**config.mk**
```make
export PLATFORM = sky130hd
export DESIGN_NAME = transmissor_uart_stdout
export DESIGN_NICKNAME = d
export VERILOG_FILES = /design/src/rtl/transmissor_uart_stdout.sv
export SDC_FILE = /design/constraint.sdc
export NUM_CORES = 1
export LEC_CHECK = 0
export ABC_CLOCK_PERIOD_IN_PS = 6200
export CAP_MARGIN = 20
export CORE_MARGIN = 2
export CORE_UTILIZATION = 55
export DETAILED_ROUTE_END_ITERATION = 16
export PLACE_DENSITY_LB_ADDON = 0.3
export SETUP_SLACK_MARGIN = 0.15
export SLEW_MARGIN = 15
export SYNTH_ARGS = -nofsm -noshare
export SYNTH_HDL_FRONTEND = slang
export SYNTH_SLANG_ARGS = --single-unit
```
**constraint.sdc**
```tcl
create_clock -name clk -period 6.2 [get_ports clk]
set_input_delay 1.24 -clock clk [delete_from_list [all_inputs] [get_ports clk]]
set_output_delay 1.24 -clock clk [all_outputs]
set_load 0.01 [all_outputs]
```
**src/rtl/transmissor_uart_stdout.sv**
```systemverilog
// transmissor_uart_stdout: snoops data-memory stores to STDOUT_ADDR, queues
// the low byte in a small FIFO and sends each byte as an 8N1 UART frame on tx.
//
// Handshake: there is no backpressure toward the processor. A qualifying store
// (hab_esc=1 and end_esc==STDOUT_ADDR) is accepted whenever the FIFO has room,
// or when a slot frees on the same edge. Otherwise the byte is dropped and
// counted in descartados. The FSM pops the FIFO only when it is non-empty.
module transmissor_uart_stdout #(
    parameter int          CLKS_PER_BIT = 434,
    parameter int          FIFO_DEPTH   = 8,
    parameter logic [31:0] STDOUT_ADDR  = 32'h0000_0100
) (
    input  logic                          clk,
    input  logic                          reset,
    input  logic                          hab_esc,
    input  logic [31:0]                   end_esc,
    input  logic [31:0]                   dado_entr,
    output logic                          tx,
    output logic                          ocupado,
    output logic                          fifo_cheio,
    output logic [$clog2(FIFO_DEPTH):0]   nivel,
    output logic [7:0]                    descartados,
    output logic [1:0]                    estado
);

    localparam int PW = $clog2(FIFO_DEPTH);
    localparam int LW = PW + 1;
    localparam int CW = $clog2(CLKS_PER_BIT);

    typedef enum logic [1:0] {
        OCIOSO = 2'd0,
        INICIO = 2'd1,
        DADOS  = 2'd2,
        PARADA = 2'd3
    } estado_t;

    estado_t       state, state_n;
    logic [CW-1:0] cnt, cnt_n;
    logic [2:0]    idx, idx_n;
    logic [7:0]    shift, shift_n;
    logic          tx_q, tx_n;

    logic [7:0]    mem [FIFO_DEPTH];
    logic [PW-1:0] rd_ptr, wr_ptr;
    logic [LW-1:0] level;
    logic [7:0]    drop_cnt;

    logic          push_req, push, pop, fifo_empty, fifo_full, bit_end;

    // Only the low byte of the store data is transmitted.
    logic          unused_data_bits;
    assign unused_data_bits = ^dado_entr[31:8];

    assign fifo_empty = (level == '0);
    assign fifo_full  = (level == LW'(FIFO_DEPTH));
    assign bit_end    = (cnt == CW'(CLKS_PER_BIT - 1));

    // A full FIFO still accepts a store when the FSM pops on the same edge.
    assign push_req = hab_esc && (end_esc == STDOUT_ADDR);
    assign push     = push_req && (!fifo_full || pop);

    // Next-state, bit timing and shift-register logic for the UART frame.
    always_comb begin
        state_n = state;
        cnt_n   = cnt;
        idx_n   = idx;
        shift_n = shift;
        pop     = 1'b0;
        case (state)
            OCIOSO: begin
                cnt_n = '0;
                if (!fifo_empty) begin
                    pop     = 1'b1;
                    shift_n = mem[rd_ptr];
                    state_n = INICIO;
                end
            end
            INICIO: begin
                if (bit_end) begin
                    cnt_n   = '0;
                    idx_n   = 3'd0;
                    state_n = DADOS;
                end else begin
                    cnt_n = cnt + CW'(1);
                end
            end
            DADOS: begin
                if (bit_end) begin
                    cnt_n   = '0;
                    shift_n = {1'b0, shift[7:1]};
                    if (idx == 3'd7) begin
                        state_n = PARADA;
                    end else begin
                        idx_n = idx + 3'd1;
                    end
                end else begin
                    cnt_n = cnt + CW'(1);
                end
            end
            PARADA: begin
                if (bit_end) begin
                    cnt_n = '0;
                    if (!fifo_empty) begin
                        // Back-to-back frames: no idle gap after the stop bit.
                        pop     = 1'b1;
                        shift_n = mem[rd_ptr];
                        state_n = INICIO;
                    end else begin
                        state_n = OCIOSO;
                    end
                end else begin
                    cnt_n = cnt + CW'(1);
                end
            end
            default: state_n = OCIOSO;
        endcase

        // Line level for the cycle after this edge; registered so tx is glitch-free.
        case (state_n)
            INICIO:  tx_n = 1'b0;
            DADOS:   tx_n = shift_n[0];
            default: tx_n = 1'b1;
        endcase
    end

    // FSM, bit timer, shift register and registered tx line.
    always_ff @(posedge clk or posedge reset) begin
        if (reset) begin
            state <= OCIOSO;
            cnt   <= '0;
            idx   <= 3'd0;
            shift <= 8'd0;
            tx_q  <= 1'b1;
        end else begin
            state <= state_n;
            cnt   <= cnt_n;
            idx   <= idx_n;
            shift <= shift_n;
            tx_q  <= tx_n;
        end
    end

    // FIFO storage; contents need no reset because level qualifies them.
    always_ff @(posedge clk) begin
        if (push) begin
            mem[wr_ptr] <= dado_entr[7:0];
        end
    end

    // FIFO pointers and occupancy; pointers wrap naturally at FIFO_DEPTH.
    always_ff @(posedge clk or posedge reset) begin
        if (reset) begin
            rd_ptr <= '0;
            wr_ptr <= '0;
            level  <= '0;
        end else begin
            if (push) begin
                wr_ptr <= wr_ptr + PW'(1);
            end
            if (pop) begin
                rd_ptr <= rd_ptr + PW'(1);
            end
            case ({push, pop})
                2'b10:   level <= level + LW'(1);
                2'b01:   level <= level - LW'(1);
                default: level <= level;
            endcase
        end
    end

    // Saturating count of stores lost to a full FIFO.
    always_ff @(posedge clk or posedge reset) begin
        if (reset) begin
            drop_cnt <= 8'd0;
        end else if (push_req && !push && (drop_cnt != 8'hFF)) begin
            drop_cnt <= drop_cnt + 8'd1;
        end
    end

    assign tx          = tx_q;
    assign ocupado     = (state != OCIOSO) || !fifo_empty;
    assign fifo_cheio  = fifo_full;
    assign nivel       = level;
    assign descartados = drop_cnt;
    assign estado      = state;

endmodule

```
# Word level (Yosys, flattened, before mapping)
# Memory sizes are Yosys's and may differ from the RTL's.
# Index checks and enable logic that the tools add are counted.
[word_totals] regBits=41 elab_cells=76 output_inout_bits=17 in_bits=67 memories=1 ramBits=64
[mem_list] memory="mem" depth=8 width=8 read_ports=1 rd_ports_with_merged_regs=0 write_ports=1 line="43" rtl="logic [7:0] mem [FIFO_DEPTH];"
[op_classes] eq_ne=16 n_reduce_logical=18 n_mux=24 add_sub_neg=7
[op_table] op="$eq 32x9->1 const B" count=1
[op_table] op="$mux 8" count=3
[op_table] op="$pmux 8 s3" count=1
[op_table] op="$pmux 9 s2" count=1
[op_table] op="$mux 2" count=5
[op_table] op="$add 3x1->3 const B" count=3
[op_table] op="$add 9x1->9 const B" count=1
[op_table] op="$eq 9x9->1 const B" count=1
[op_table] op="$mux 3" count=3
[op_table] op="$mux 9" count=1
[op_table] op="$add 8x1->8 const B" count=1
[op_table] op="$eq 2x2->1 const B" count=4
[op_table] op="$ne 2x2->1 const B" count=4
[op_table] op="$ne 8x8->1 const B" count=1
[op_table] op="$pmux 2 s4" count=1
[op_table] op="$pmux 4 s2" count=1
[op_table] op="$eq 2x1->1 const B" count=3
[op_table] op="$pmux 3 s2" count=1
[op_table] op="$reduce_bool 2->1" count=3
[op_table] op="$mux 1" count=5
[op_table] op="$add 4x1->4 const B" count=1
[op_table] op="$eq 4x4->1 const B" count=1
[op_table] op="$logic_and 1x1->1" count=4
[op_table] op="$logic_not 4->1" count=1
[op_table] op="other kinds (10)" count=14

# Longest topological paths before layout
# Gate-level depths: netlist of run 1.
[depth] word_depth=9 mapped_depth=13 mapped_depth_nobuf=13

# Least setup slack after synthesis of run 1
# No wires, ideal clock.
[synth_path] path_kind="in2reg" start="input end_esc[4]" end="register level[3], in the netlist nivel[3]" stages=11 arrival_time_ps=3148 setup_slack_ps=2972 required_time_ps=6120 setup_ps=80 path_buffers=0 cell_sequence="nor4_2 > nand2_1 > nor3_1 > nand2b_1 > inv_1 > ha_1 > a21o_1 > a21oi_1 > nand3_1 > mux2i_1 > xor2_1"
[synth_between] elab_chain_cells=5 elab_cells_between_ends=7 classes_between="eq/ne (3); mux (1); reduce/logical (3)"
[synth_rtl] element="start, declared" line="16" rtl="input logic [31:0] end_esc,"
[synth_rtl] element="$eq 32x9->1 (*)" line="59" rtl="assign push_req = hab_esc && (end_esc == STDOUT_ADDR);"
[synth_rtl] element="$logic_and 1x1->1 (*)" line="59"
[synth_rtl] element="$logic_and 1x1->1 (*)" line="60" rtl="assign push = push_req && (!fifo_full || pop);"
[synth_rtl] element="$eq 2x1->1 or $eq 2x2->1 (tied branches)" line="163" rtl="case ({push, pop})"
[synth_rtl] element="$pmux 4 s2 or $reduce_bool 2->1 (tied branches)"
[synth_rtl] element="end signal, assigned" line="164" rtl="2'b10: level <= level + LW'(1);"
[synth_rtl] element="end signal, assigned" line="165" rtl="2'b01: level <= level - LW'(1);"
[synth_rtl] element="end signal, assigned" line="166" rtl="default: level <= level;"
[synth_rtl] element="end, declared" line="45" rtl="logic [LW-1:0] level;"
# Mark *: on every way between the ends. The rest lies on a longest branch, timed or not.
# A chain may end at the register's enable or synchronous reset.

# Final worst setup path of run 1
[layout_path] start="input end_esc[4]" end="memory mem[0][1], enable pin"
[layout_between] elab_chain_cells=5
[layout_rtl] element="$eq 32x9->1" line="59"
[layout_rtl] element="$logic_and 1x1->1" line="59"
[layout_rtl] element="$logic_and 1x1->1" line="60"
[layout_rtl] element="$mux 1" line="145" rtl="if (push) begin"
[layout_rtl] element="$mux 1 (implied by the code)" line="146" rtl="mem[wr_ptr] <= dado_entr[7:0];"
[layout_rtl] element="end, declared" line="43"
# No other way between the ends.

==> results of run 1 <==
-- placed cells by master (no fill, tap or decap), types with 2 or more instances in the layout --
master           count
clkinv_8             4
nor3_1               4
dfrtp_1             40
nor2_1              21
o21ai_0              9
mux4_2              16
xnor2_1             13
nor4_1              13
mux2_2               2
edfxtp_1            64
clkdlybuf4s50_1     59
xor2_1               8
nor4b_1              2
ha_1                15
inv_1                8
nand4_1              9
nand2b_1             4
mux2_1               2
nor4b_2              2
a21o_1               3
mux2i_1             12
and3_1               4
a21oi_1              5
a211o_1              2
a31oi_2              2
clkbuf_8             9
a22o_1              10
or3_1                2
buf_4                3
and4_1               2
nand2_1             16
nand3_1             18
-- state kept, by name, summed over array words and instances (netlist names) --
| register | count |
|---|---|
| mem | 64 |
| cnt | 9 |
| descartados | 8 |
| shift | 8 |
| nivel | 4 |
| idx | 3 |
| rd_ptr | 3 |
| wr_ptr | 3 |
| estado | 2 |
| tx | 1 |
-- how the worst min path moves through the flow --
| stage | start | to | slack, ns | depth (start not counted) |
|---|---|---|---|---|
| after floorplan | shift[1]$_DFFE_PP0P_ | shift[1]$_DFFE_PP0P_ | 0.46 | 1 |
| after global placement | shift[1]$_DFFE_PP0P_ | shift[1]$_DFFE_PP0P_ | 0.48 | 1 |
| after detailed placement | shift[1]$_DFFE_PP0P_ | shift[1]$_DFFE_PP0P_ | 0.48 | 1 |
| after CTS | shift[1]$_DFFE_PP0P_ | shift[1]$_DFFE_PP0P_ | 0.50 | 1 |
| after global routing | shift[6]$_DFFE_PP0P_ | shift[6]$_DFFE_PP0P_ | 0.54 | 1 |
| final | shift[1]$_DFFE_PP0P_ | shift[1]$_DFFE_PP0P_ | 0.50 | 1 |
-- worst max-delay path: stages --
cell,delay (ns)
clkdlybuf4s50_1,0.42
nor4_2,0.36
nand2_1,0.09
nor3_1,0.51
nand3b_1,0.25
nor3_1,0.79
buf_4,0.28
-- Yosys cell counts (2+ instances only) --
| library cell | instances |
|---|---|
| mux4_2 | 16 |
| nand2b_1 | 4 |
| ha_1 | 15 |
| dfrtp_1 | 40 |
| xor2_1 | 8 |
| nor3_1 | 4 |
| mux2_1 | 2 |
| a22o_1 | 10 |
| buf_2 | 5 |
| and3_1 | 4 |
| nor4b_1 | 2 |
| mux2_2 | 2 |
| inv_1 | 8 |
| a21oi_1 | 5 |
| a21o_1 | 3 |
| o21ai_0 | 9 |
| nand2_1 | 16 |
| xnor2_1 | 13 |
| nor2_1 | 21 |
| nand3_1 | 18 |
| nor4_1 | 13 |
| clkbuf_1 | 3 |
| edfxtp_1 | 64 |
| nor4b_2 | 2 |
| a211o_1 | 2 |
| mux2i_1 | 12 |
| nand4_1 | 9 |
| or3_1 | 2 |
| a31oi_2 | 2 |
| and4_1 | 2 |
-- through the flow --
step	std cells	setup WS (ns)	hold slack, ns
global placement	506	2.01	0.481
global route	523	2.12	0.537
CTS	522	2.32	0.505
detailed placement	506	1.90	0.481
floorplan	345	2.97	0.458
finish	523	2.38	0.499
-- cell families after synthesis --
group | Yosys count | synth area share
muxes | 33 | 0.109
xor gates and xnor gates | 21 | 0.0371
DFF | 105 | 0.595
AOI/OAI and AO/OA | 43 | 0.0687
adders and majority gates | 16 | 0.0419
buffers and inverters | 17 | 0.0157
and+or+nand+nor | 110 | 0.133
-- final cells by class --
| cell class | count | area share |
|---|---|---|
| Sequential cell | 105 | 0.501 |
| Multi-Input combinational cell | 223 | 0.327 |
| Timing Repair Buffer | 63 | 0.107 |
| Tap cell | 108 | 0.0229 |
| Clock buffer | 9 | 0.0210 |
| Clock inverter | 7 | 0.0159 |
| Inverter | 8 | 0.00510 |
-- power by group --
part,switching (mW),internal [mW]
logic,0.0174,0.0254
clock network,0.269,0.164
registers,0.000000000729,0.742
total,0.287,0.932
-- routing by layer --
| layer | part of all wire | wire length (µm) |
|---|---|---|
| met1 | 0.43 | 4000 |
| met5 | 0 | 0 |
| met3 | 0.042 | 392 |
| met4 | 0.017 | 157 |
| met2 | 0.51 | 4780 |
==> flow_summary.ini, run 1 <==
[critical_path]
crit-reg2reg-capture = mem[0][1]$_DFFE_PP_
critPathLaunch = end_esc[4]
setup.worst_path.end = mem[0][1]$_DFFE_PP_
timing.rr.start = estado[1]$_DFF_PP0_
reg2regPathDepth = 7
worst-r2r-setup-slack_ns = 2.98
critical_path_arrival_ns = 3.93
kind_of_end_point_of_the_critical_path = flop
criticalPathCategory = in -> reg
start_kind = primary input
critical_path.max_fanout = 5
worstPathRequired_ns = 6.31

[die]
core_box_area_mm2 = 0.00872
die_width_um = 98.9
dieHeight_um = 98.9
die-area_mm2 = 0.00978
floorplan.initialDensity = 0.568
std_cell_rows = 34
io_pins = 84

[sta]
final-hold-violation-count = 0
timing_max_transition_violations_final = 0
setup_tns_ns = 0
setup_viol_count_final = 0
finClkSkew_ns = 0.0161
min_period_over_period = 0.616
tightest_slew_ns = 0.963
finalCriticalPeriod_ns = 3.82
relSlewSlack = 0.353
unrepaired_setup_endpoints_after_global_routing = false
fmax_mhz = 262

[yosys]
postSynthNetCount = 428
syn-mean-instance-area_um2 = 14.4
synth_edf_count = 64
yosys.area.top_type = edfxtp_1
yosys_warnings = 0
synth-seq-cells = 105
synthCells = 345
postSynth.topFlopCell = edfxtp_1
synth_top_cells_by_area = edfxtp_1 (39%), dfrtp_1 (20%), mux4_2 (7.3%)
syn-cell-area_mm2 = 0.00495
yosys.cell_types.count = 59
synth_top_area_frac = 0.388
ys_async_sr_fraction = 0.390
synth.yosys.seq_area_share = 0.595

[place]
dp_area_mm2 = 0.00566
gp_congestion = 0.784
numPortBuffers = 59
place.detailed.hpwl_mm = 6.63

[pwr]
vdd.ir_drop.worst_v = 0.000114
power-per-cell-area_mw_per_mm2 = 207
finalPower_mw = 1.22
total_leakage_power_nw = 2.12

[grt]
grt_antenna_before_repair = 0
grt_first_pass_wirelength_mm = 15.5
gr-usage-all-layers = 0.203
grt_pass1_vias = 3183
grt_most_used_layer = met2
met3_usage = 0.0504
globalRouteMet1Util = 0.259
grt.overflow.total = 0
grt_max_degree = 42
global_route.usage.met2 = 0.345

[clock_tree]
cts_buffer_depth = 2
cts_tree = done
cts-htree-levels = 3
cts_hold_buf = 0
clock_tree.root_cell = clkbuf_8
cts_sinks = 105
clk_pin_slew_worst_paths_ns = 0.11
cts_repair_resize_count = 0
worstSkewPairLatency_ns = 0.38
cts-buffers-inserted = 9
cts_post_setup_buffers_inserted = 0

[layout]
antennaDiodeCount = 0
final_nets = 493
final_core_utilization = 0.675
post_route_cells_drive_above_1_share = 0.142
multi_input_logic_area_mm2 = 0.00193
post-route-cell-area_mm2 = 0.00589
seq_area_mm2 = 0.00295
layout-area-overhead-vs-synth_pct = 18.8
nFillCells = 623

[flow_run]
timing.max_cap.violations = 0

[detailed_routing]
drt.antenna.violating_nets = 0
wl_per_cell_um = 17.8
drc_errors = 0
firstDrtPassIters = 4
routed-via-count = 3098
detail_route.wirelength_mm = 9.33
drt_iter0_drc = 126
viasPerCell = 5.92

[min_path]
worst_hold_path_type = reg -> reg

[run_status]
run_status = completed
Note: power is estimated with default switching activity, not from simulation.
==> run 2, diff against run 1 <==
- ABC_CLOCK_PERIOD_IN_PS: 6200 -> 3440
- CORE_UTILIZATION: 55 -> 48
- clock period: 6.2 -> 3.44 ns (I/O delays scaled with it)
==> run 2 against run 1 <==
Effect of this change:
- clock power rose by 78%
- total power is 79% higher
- utilization fell by 8.7 points
- worst setup slack worse by 1.9 ns
- register-to-register slack got worse by 2.5 ns
- wire length rose by 2.8%
- sequential share of layout area down 0.88 points
- combinational power grew 79%
- design area grew 1.8%
- critical path type unchanged
- critical endpoint is now nivel[3]$_DFFE_PP0P_
- highest routed layer unchanged
==> flow_summary.ini, run 2 (synthesis results as in run 1) <==
[run_status]
run_status = completed

[critical_path]
reg2regPathDepth = 12
critical-path-top-delay-family = simple AND/OR/NAND/NOR gates
start_kind = primary input
cpPeakStageDelay_ns = 0.42
criticalPathCategory = in -> reg
critical_path.max_fanout = 2
critical_path_arrival_ns = 3.27
crit_path_top_delay_cell = clkdlybuf4s50_1
worstPathRequired_ns = 3.73
crit_path_cell_trace = clkdlybuf4s50_1 > nor4_1 > nand3_1 > nor3_1 > nand2b_1 > inv_1 > ha_1 > a21o_1 > a21oi_1 > nand3_1 > mux2i_1 > xor2_1
worst-r2r-setup-slack_ns = 0.50
number_of_buffers_and_inverters_on_the_critical_path = 2
crit-reg2reg-capture = nivel[3]$_DFFE_PP0P_
timing.rr.start = estado[1]$_DFF_PP0_
kind_of_end_point_of_the_critical_path = flop
critical_path_depth = 12
crit_top_cell = nand3_1

[clock_tree]
clock_tree.root_cell = clkbuf_8
cts_sinks = 105
cts-htree-levels = 3
cts_tree = done
cts_post_setup_buffers_inserted = 0
cts_repair_resize_count = 0
clk_pin_slew_worst_paths_ns = 0.12
cts_hold_buf = 0
cts-buffers-inserted = 9
cts_buffer_depth = 2
worstSkewPairLatency_ns = 0.38

[place]
gp_congestion = 0.797
dp_slack_ns = 0.118
place.detailed.hpwl_mm = 6.76
numPortBuffers = 59
numPlacedInstances = 546

[sta]
final-hold-violation-count = 0
fmax_mhz = 336
unrepaired_setup_endpoints_after_global_routing = false
tightest_slew_ns = 0.825
final_critical_path_setup_slack_ns = 0.462
relSlewSlack = 0.450
setup_tns_ns = 0
finalCriticalPeriod_ns = 2.98
timing_max_transition_violations_final = 0
min_period_over_period = 0.866
setup_viol_count_final = 0
finClkSkew_ns = 0.0158

[grt]
grt_first_pass_wirelength_mm = 16.0
gr-usage-all-layers = 0.184
grt_antenna_before_repair = 0
grt_pass1_vias = 3200
grt.overflow.total = 0
grt_max_degree = 42

[pwr]
power.switching_fraction = 0.232
vdd.ir_drop.worst_v = 0.000233
power_frac_comb = 0.035
sequentialPowerShare = 0.612
internal-power_mw = 1.68
p_switching_mw = 0.507
total_leakage_power_nw = 2.17
power.clock.fraction = 0.353
power-per-cell-area_mw_per_mm2 = 365

[layout]
layout.cells.non_filler = 562
antennaDiodeCount = 0
post_route_cells_drive_above_1_share = 0.164
mostFrequentLayoutCell = edfxtp_1
multi_input_logic_area_mm2 = 0.00193
seq_area_mm2 = 0.00295
final_nets = 504
registers.top_by_ff_count = mem
largest_reg_flops = 64
layout_common_cells = edfxtp_1 (64), clkdlybuf4s50_1 (59), dfrtp_1 (40)
nFillCells = 826
biggestRegsByFlops = mem x64, cnt x9
layout-area-overhead-vs-synth_pct = 21.0

[min_path]
hold_start = descartados[5]$_DFFE_PP0P_
worst_hold_path_type = reg -> reg
hold_end = descartados[5]$_DFFE_PP0P_
hold_depth = 1

[detailed_routing]
routed-via-count = 3151
drc_errors = 0
drt.antenna.violating_nets = 0
drt_iter0_drc = 144
viasPerCell = 5.61
firstDrtPassIters = 4
detail_route.wirelength_mm = 9.59
wl_per_cell_um = 17.1

[die]
io_pins = 84
die-area_mm2 = 0.0112
std_cell_rows = 37
core_box_area_mm2 = 0.0102
dieHeight_um = 106
floorplan.initialDensity = 0.486
die_width_um = 106

[flow_run]
timing.max_cap.violations = 0
[run 2: cell count changes in the layout (fill, tap and decap cells not counted)]
cell | previous run | this run
buf_8 | 1 | 0
inv_8 | 1 | 2
buf_4 | 3 | 15
clkinv_8 | 4 | 3
[run 2: final cells by class]
type	instances	area share
tap	136	0.0284
clock buffer	9	0.0207
timing repair buffer	74	0.117
inverter	8	0.00501
clock inverter	7	0.0148
multi-input combinational	223	0.322
sequential	105	0.492
[run 2: how the worst max path moves through the flow]
stage,from,slack (ns),endpoint
floorplan,estado[0]$_DFF_PP0_,0.76,mem[1][0]$_DFFE_PP_
global placement,end_esc[17],0.19,nivel[3]$_DFFE_PP0P_
detailed placement,end_esc[17],0.12,nivel[3]$_DFFE_PP0P_
CTS,estado[1]$_DFF_PP0_,0.47,nivel[3]$_DFFE_PP0P_
global route,estado[1]$_DFF_PP0_,0.29,nivel[3]$_DFFE_PP0P_
finish,end_esc[17],0.46,nivel[3]$_DFFE_PP0P_
[run 2: metrics by stage]
step | util | cell area [µm²] | total power, mW | hold slack, ns
after CTS | 0.588 | 5990 | 2.21 | 0.510
final | 0.588 | 5990 | 2.19 | 0.508
after detailed placement | 0.568 | 5780 | 1.44 | 0.478
after global routing | 0.588 | 5990 | 2.27 | 0.528
after global placement | 0.568 | 5780 | 1.44 | 0.482
after floorplan | - | 4950 | 1.38 | 0.458
[run 2: power groups by stage]
| stage | Sequential (mW) | Combinational [mW] | Clock [mW] |
|---|---|---|---|
| finish | 1.34 | 0.0767 | 0.772 |
| global placement | 1.37 | 0.0749 | 0 |
| floorplan | 1.37 | 0.0118 | 0 |
| global route | 1.34 | 0.0837 | 0.846 |
| detailed placement | 1.37 | 0.0773 | 0 |
| CTS | 1.34 | 0.0775 | 0.796 |
[run 2: metal layers]
| metal | up-vias | GRT usage | part of all wire |
|---|---|---|---|
| met1 | 1586 | 0.249 | 0.46 |
| met4 | 0 | 0.0592 | 0.014 |
| met3 | 12 | 0.0371 | 0.037 |
| met2 | 62 | 0.300 | 0.49 |
| met5 | - | 0 | 0 |
| li1 | 1491 | - | - |
==> run 3, diff against run 2 <==
- ABC_CLOCK_PERIOD_IN_PS: 3440 -> unset
==> results of run 3 <==
Final layout, timing and power as in run 2 (identical DEF).
==> RTL edit 1 (settings of run 2) <==
Register the inputs `hab_esc`, `end_esc` and `dado_entr` before use. The logic sees them one clock later.
--- a/src/rtl/transmissor_uart_stdout.sv
+++ b/src/rtl/transmissor_uart_stdout.sv
@@ -35,4 +35,14 @@
     } estado_t;
 
+    logic hab_esc_q;
+    logic [31:0] end_esc_q;
+    logic [31:0] dado_entr_q;
+
+    always_ff @(posedge clk) begin
+        hab_esc_q   <= hab_esc;
+        end_esc_q   <= end_esc;
+        dado_entr_q <= dado_entr;
+    end
+
     estado_t       state, state_n;
     logic [CW-1:0] cnt, cnt_n;
@@ -50,5 +60,5 @@
     // Only the low byte of the store data is transmitted.
     logic          unused_data_bits;
-    assign unused_data_bits = ^dado_entr[31:8];
+    assign unused_data_bits = ^dado_entr_q[31:8];
 
     assign fifo_empty = (level == '0);
@@ -57,5 +67,5 @@
 
     // A full FIFO still accepts a store when the FSM pops on the same edge.
-    assign push_req = hab_esc && (end_esc == STDOUT_ADDR);
+    assign push_req = hab_esc_q && (end_esc_q == STDOUT_ADDR);
     assign push     = push_req && (!fifo_full || pop);
 
@@ -144,5 +154,5 @@
     always_ff @(posedge clk) begin
         if (push) begin
-            mem[wr_ptr] <= dado_entr[7:0];
+            mem[wr_ptr] <= dado_entr_q[7:0];
         end
     end
Check against the original RTL: not equivalent (Yosys sat finds a counterexample within 4 cycles, from zero or initial values and one cycle with reset high).
==> RTL edit 1 against run 2 <==
- power is 74% higher
- worst setup slack got worse by 0.012 ns
- critical path depth stayed put
- sequential cell count up 41
- synthesized area increased by 13%
- wire length up 3.7%
- critical path type is now flip-flop to flip-flop
- cell area up 17%
- largest cell class unchanged
- via count up 6.1%
- clock power rose by 140%
- cell count increased by 12%
==> RTL edit 1: results (changes against run 2) <==
CTS buffer count 17 (+8); clk slew on worst S/H paths 0.06 ns (-0.06 ns); total wire length 9940 um (+3.7%); initial antenna violation count 0 (unchanged); drt first pass iters 4 (unchanged); Ys Warns 0 (unchanged); Syn Nets 470 (+9.8%); Synth top cells by count 64 x edfxtp_1, 41 x dfxtp_1, 40 x dfrtp_1; Vias/cell 5.31 (-5.2%); Reg2Reg Setup Slack 0.45 ns (-0.05 ns); fraction of registers with async set/reset 0.281 (-0.110); Hold Crit Class flip-flop to flip-flop; placed insts 597 (+9.3%); maximum VDD drop 386 uV (+66%); path depth of the worst reg2reg path 12 (unchanged); Setup Slack @ Placement 0.345 ns (+0.227 ns); worst-path fanout max 7 (+5); vias in the first global route 3,408 (+6.5%); hold path cells 2 (+1); CP arrival 3.33 ns (+0.06 ns); WHS 0.493 ns (-0.0148 ns); Non-Filler Instances 629 (+12%); Slew HR 0.567 (+0.117); Mapped Avg Cell Area 14.4 um^2 (about the same); WHS Endpoint shift[0]$_DFF_PP0_; global-route wire length before repair 16,300 um (+2.2%); root buffer cell clkbuf_16; DP Area 0.00641 mm^2 (+11%); fillers 843 (+2.1%); drt first-iter violations 216 (+50%); run status finished, final reports clean; Area contributors post-synth edfxtp_1 34%, dfrtp_1 18%, dfxtp_1 15%, mux4_2 6.1%, ha_1 3.1%; Critical Path Source cnt[1]$_DFF_PP0_; Final nets 555 (+10%); Switching Fraction 0.193 (-0.0394); cell area after layout 0.00703 mm^2 (+17%); Global Route Usage Sum 0.172 (-0.0121); Slowest-stage cell, CP dfrtp_1; Clk Latency, worst-skew pair 0.42 ns (+0.04 ns); GP Congestion 0.815 (+2.2%); Hold Path Origin shift[0]$_DFF_PP0_; Max stage delay on crit path 0.42 ns (about the same); H-Tree Depth 4 (+1); number of port buffers 59 (unchanged); sequential fraction of the synthesis area 0.676 (+0.0810); top flop regs mem (64), end_esc_q (32), cnt (9); Tmin final 2.99 ns (+0.0119 ns); share of post-route cells with drive strength above 1 0.154 (-0.0100); post-synthesis cell type count 53 (-10%); ANT cells 0 (unchanged); DP HPWL 6810 um (+0.70%); Clock Path Buffers 2 (unchanged); P_leak 2.67 nW (+23%); worst clock skew 0.00628 ns (-0.00955 ns)
==> RTL edit 1: repair_timing <==
| action | 4_1_cts | 5_1_grt |
|---|---|---|
| resized for setup | 0 | 3 |
| endpoints found under the setup margin | 0 | 1 |
| hold buffers | 0 | 0 |
==> RTL edit 1: kinds of logic (layout without fill, tap and decap cells) <==
logic type                 Yosys count  after routing  synth area share
DFF                                146            146             0.676
AOI/OAI and AO/OA                   48             48            0.0577
xor gates and xnor gates            20             20            0.0314
adders and majority gates           15             15            0.0350
muxes                               27             27            0.0851
and+or+nand+nor                    108            108            0.0945
buffers and inverters               24            122            0.0202
==> RTL edit 1: layer usage <==
metal / vias up / global-route usage / part of all wire
met5: - / 0 / 0
met4: 0 / 0.0831 / 0.016
met3: 19 / 0.0648 / 0.051
met2: 83 / 0.277 / 0.51
met1: 1638 / 0.204 / 0.42
li1: 1602 / - / -
==> RTL edit 1: worst register-to-register path, delay by kind of cell, from the launching register on <==
kind                       cells  cell delay, ns
buffers and inverters          2            0.17
adders and majority gates      2            0.35
muxes                          1            0.28
xor gates and xnor gates       1            0.15
and+or+nand+nor                3            0.95
DFF                            1            0.42
AOI/OAI and AO/OA              3            0.59
==> RTL edit 1: cell type report <==
cell class | instances | area share
Multi-Input combinational cell | 218 | 0.242
Sequential cell | 146 | 0.536
Timing Repair Buffer | 76 | 0.102
Inverter | 14 | 0.00747
Tap cell | 143 | 0.0254
Clock buffer | 24 | 0.0747
Clock inverter | 8 | 0.0117
==> RTL edit 1: power by group through the flow <==
stage / combinational, mW / sequential [mW] / clock (mW)
floorplan: 0.0331 / 1.92 / 0
global placement: 0.0854 / 1.92 / 0
detailed placement: 0.0877 / 1.92 / 0
CTS: 0.0877 / 1.89 / 1.88
global route: 0.0944 / 1.89 / 1.95
finish: 0.0865 / 1.89 / 1.84
==> RTL edit 2 (flow settings as in run 2) <==
Made on the original files. Change the parameter `FIFO_DEPTH` from 8 to 4.
--- a/src/rtl/transmissor_uart_stdout.sv
+++ b/src/rtl/transmissor_uart_stdout.sv
@@ -8,5 +8,5 @@
 module transmissor_uart_stdout #(
     parameter int          CLKS_PER_BIT = 434,
-    parameter int          FIFO_DEPTH   = 8,
+    parameter int          FIFO_DEPTH   = 4,
     parameter logic [31:0] STDOUT_ADDR  = 32'h0000_0100
 ) (
Ports: changed (resized nivel); port bits go from 84 to 83. The function was not compared with the original's and may differ.
==> RTL edit 2 against run 2 <==
- sequential cell count shrank 35
- wire length shrank 35%
- worst setup slack gained 0.33 ns
- synthesized area shrank 31%
- cell area shrank 29%
- sequential power shrank 35%
- die area shrank 30%
- sequential share of layout area shrank 4.4 points
- power shrank 31%
- utilization grew 3.6 points
- combinational power shrank 17%
- critical path type is now flip-flop to flip-flop
- largest cell class unchanged
- largest power group unchanged
- highest routed layer unchanged
==> RTL edit 2: results (changes against run 2) <==
top flop regs mem (32), cnt (9); Vias/cell 5.12 (-8.6%); sequential fraction of the synthesis area 0.563 (-0.0327); post-synthesis cell type count 47 (-20%); WL met2 3130 um (-34%); GP Congestion 0.802 (+0.63%); worst reg2reg startpoint estado[0]$_DFF_PP0_; Final nets 426 (-15%); worst clock skew 0.00910 ns (-0.00672 ns); maximum VDD drop 330 uV (+42%); WHS 0.488 ns (-0.0200 ns); flip-flop and latch count 70 (-33%); multi-input gate share of the layout cell area 0.327 (+0.00547); cell count after synthesis 279 (-19%); Setup Slack @ Placement 0.579 ns (+0.460 ns); worst-path fanout max 8 (+6); Hold Path Origin cnt[0]$_DFF_PP0_; Syn Nets 362 (-15%); run status finished, final reports clean; Non-clock buffers, area share 0.143 (+0.0257); Worst-Margin Slew 0.579 ns (-0.246 ns); clk tree area frac 0.0402 (+0.00467); drt first-iter violations 110 (-24%); DP Area 0.00410 mm^2 (-29%); fillers 529 (-36%); Signal inverters 15 (+7); CP required 3.43 ns (-0.30 ns)
==> RTL edit 2: cell types whose count changed after synthesis, sizes merged, moves of 5 or more <==
cell    delta
xnor2      -5
nor4       -8
nand3     -11
mux2i     -11
a21oi     +10
nand4      -7
o31ai      +6
mux4       -8
inv        +7
edfxtp    -32
a22o       -5
nand2     +12
==> RTL edit 2: kinds of logic (layout without fill, tap and decap cells) <==
kind of cell / Yosys count / count (layout) / share of synthesized area
multiplexers: 11 / 11 / 0.0622
adder cells (fa/ha/maj): 16 / 16 / 0.0611
flip-flops: 70 / 70 / 0.563
buffers and inverters: 24 / 93 / 0.0269
AO/OA/AOI/OAI: 49 / 49 / 0.0923
XOR/XNOR: 18 / 18 / 0.0464
AND/OR/NAND/NOR: 91 / 91 / 0.149
==> RTL edit 2: worst max-delay path by stage <==
stage / slack (ns) / depth (start not counted) / start / endpoint
3_3_place_gp: 0.62 / 6 / end_esc[0] / mem[2][3]$_DFFE_PP_
5_1_grt: 0.59 / 6 / estado[0]$_DFF_PP0_ / mem[0][6]$_DFFE_PP_
3_5_place_dp: 0.58 / 6 / end_esc[1] / mem[0][3]$_DFFE_PP_
4_1_cts: 0.75 / 6 / estado[0]$_DFF_PP0_ / mem[0][6]$_DFFE_PP_
6_report: 0.79 / 6 / estado[0]$_DFF_PP0_ / mem[0][6]$_DFFE_PP_
2_1_floorplan: 1.16 / 6 / estado[0]$_DFF_PP0_ / mem[0][0]$_DFFE_PP_
==> RTL edit 2: power by group <==
group          internal [mW]   switching, mW  total, mW
clock network          0.262           0.310      0.573
logic                 0.0441          0.0198     0.0638
registers              0.875  0.000000000643      0.875
total                   1.18           0.330       1.51
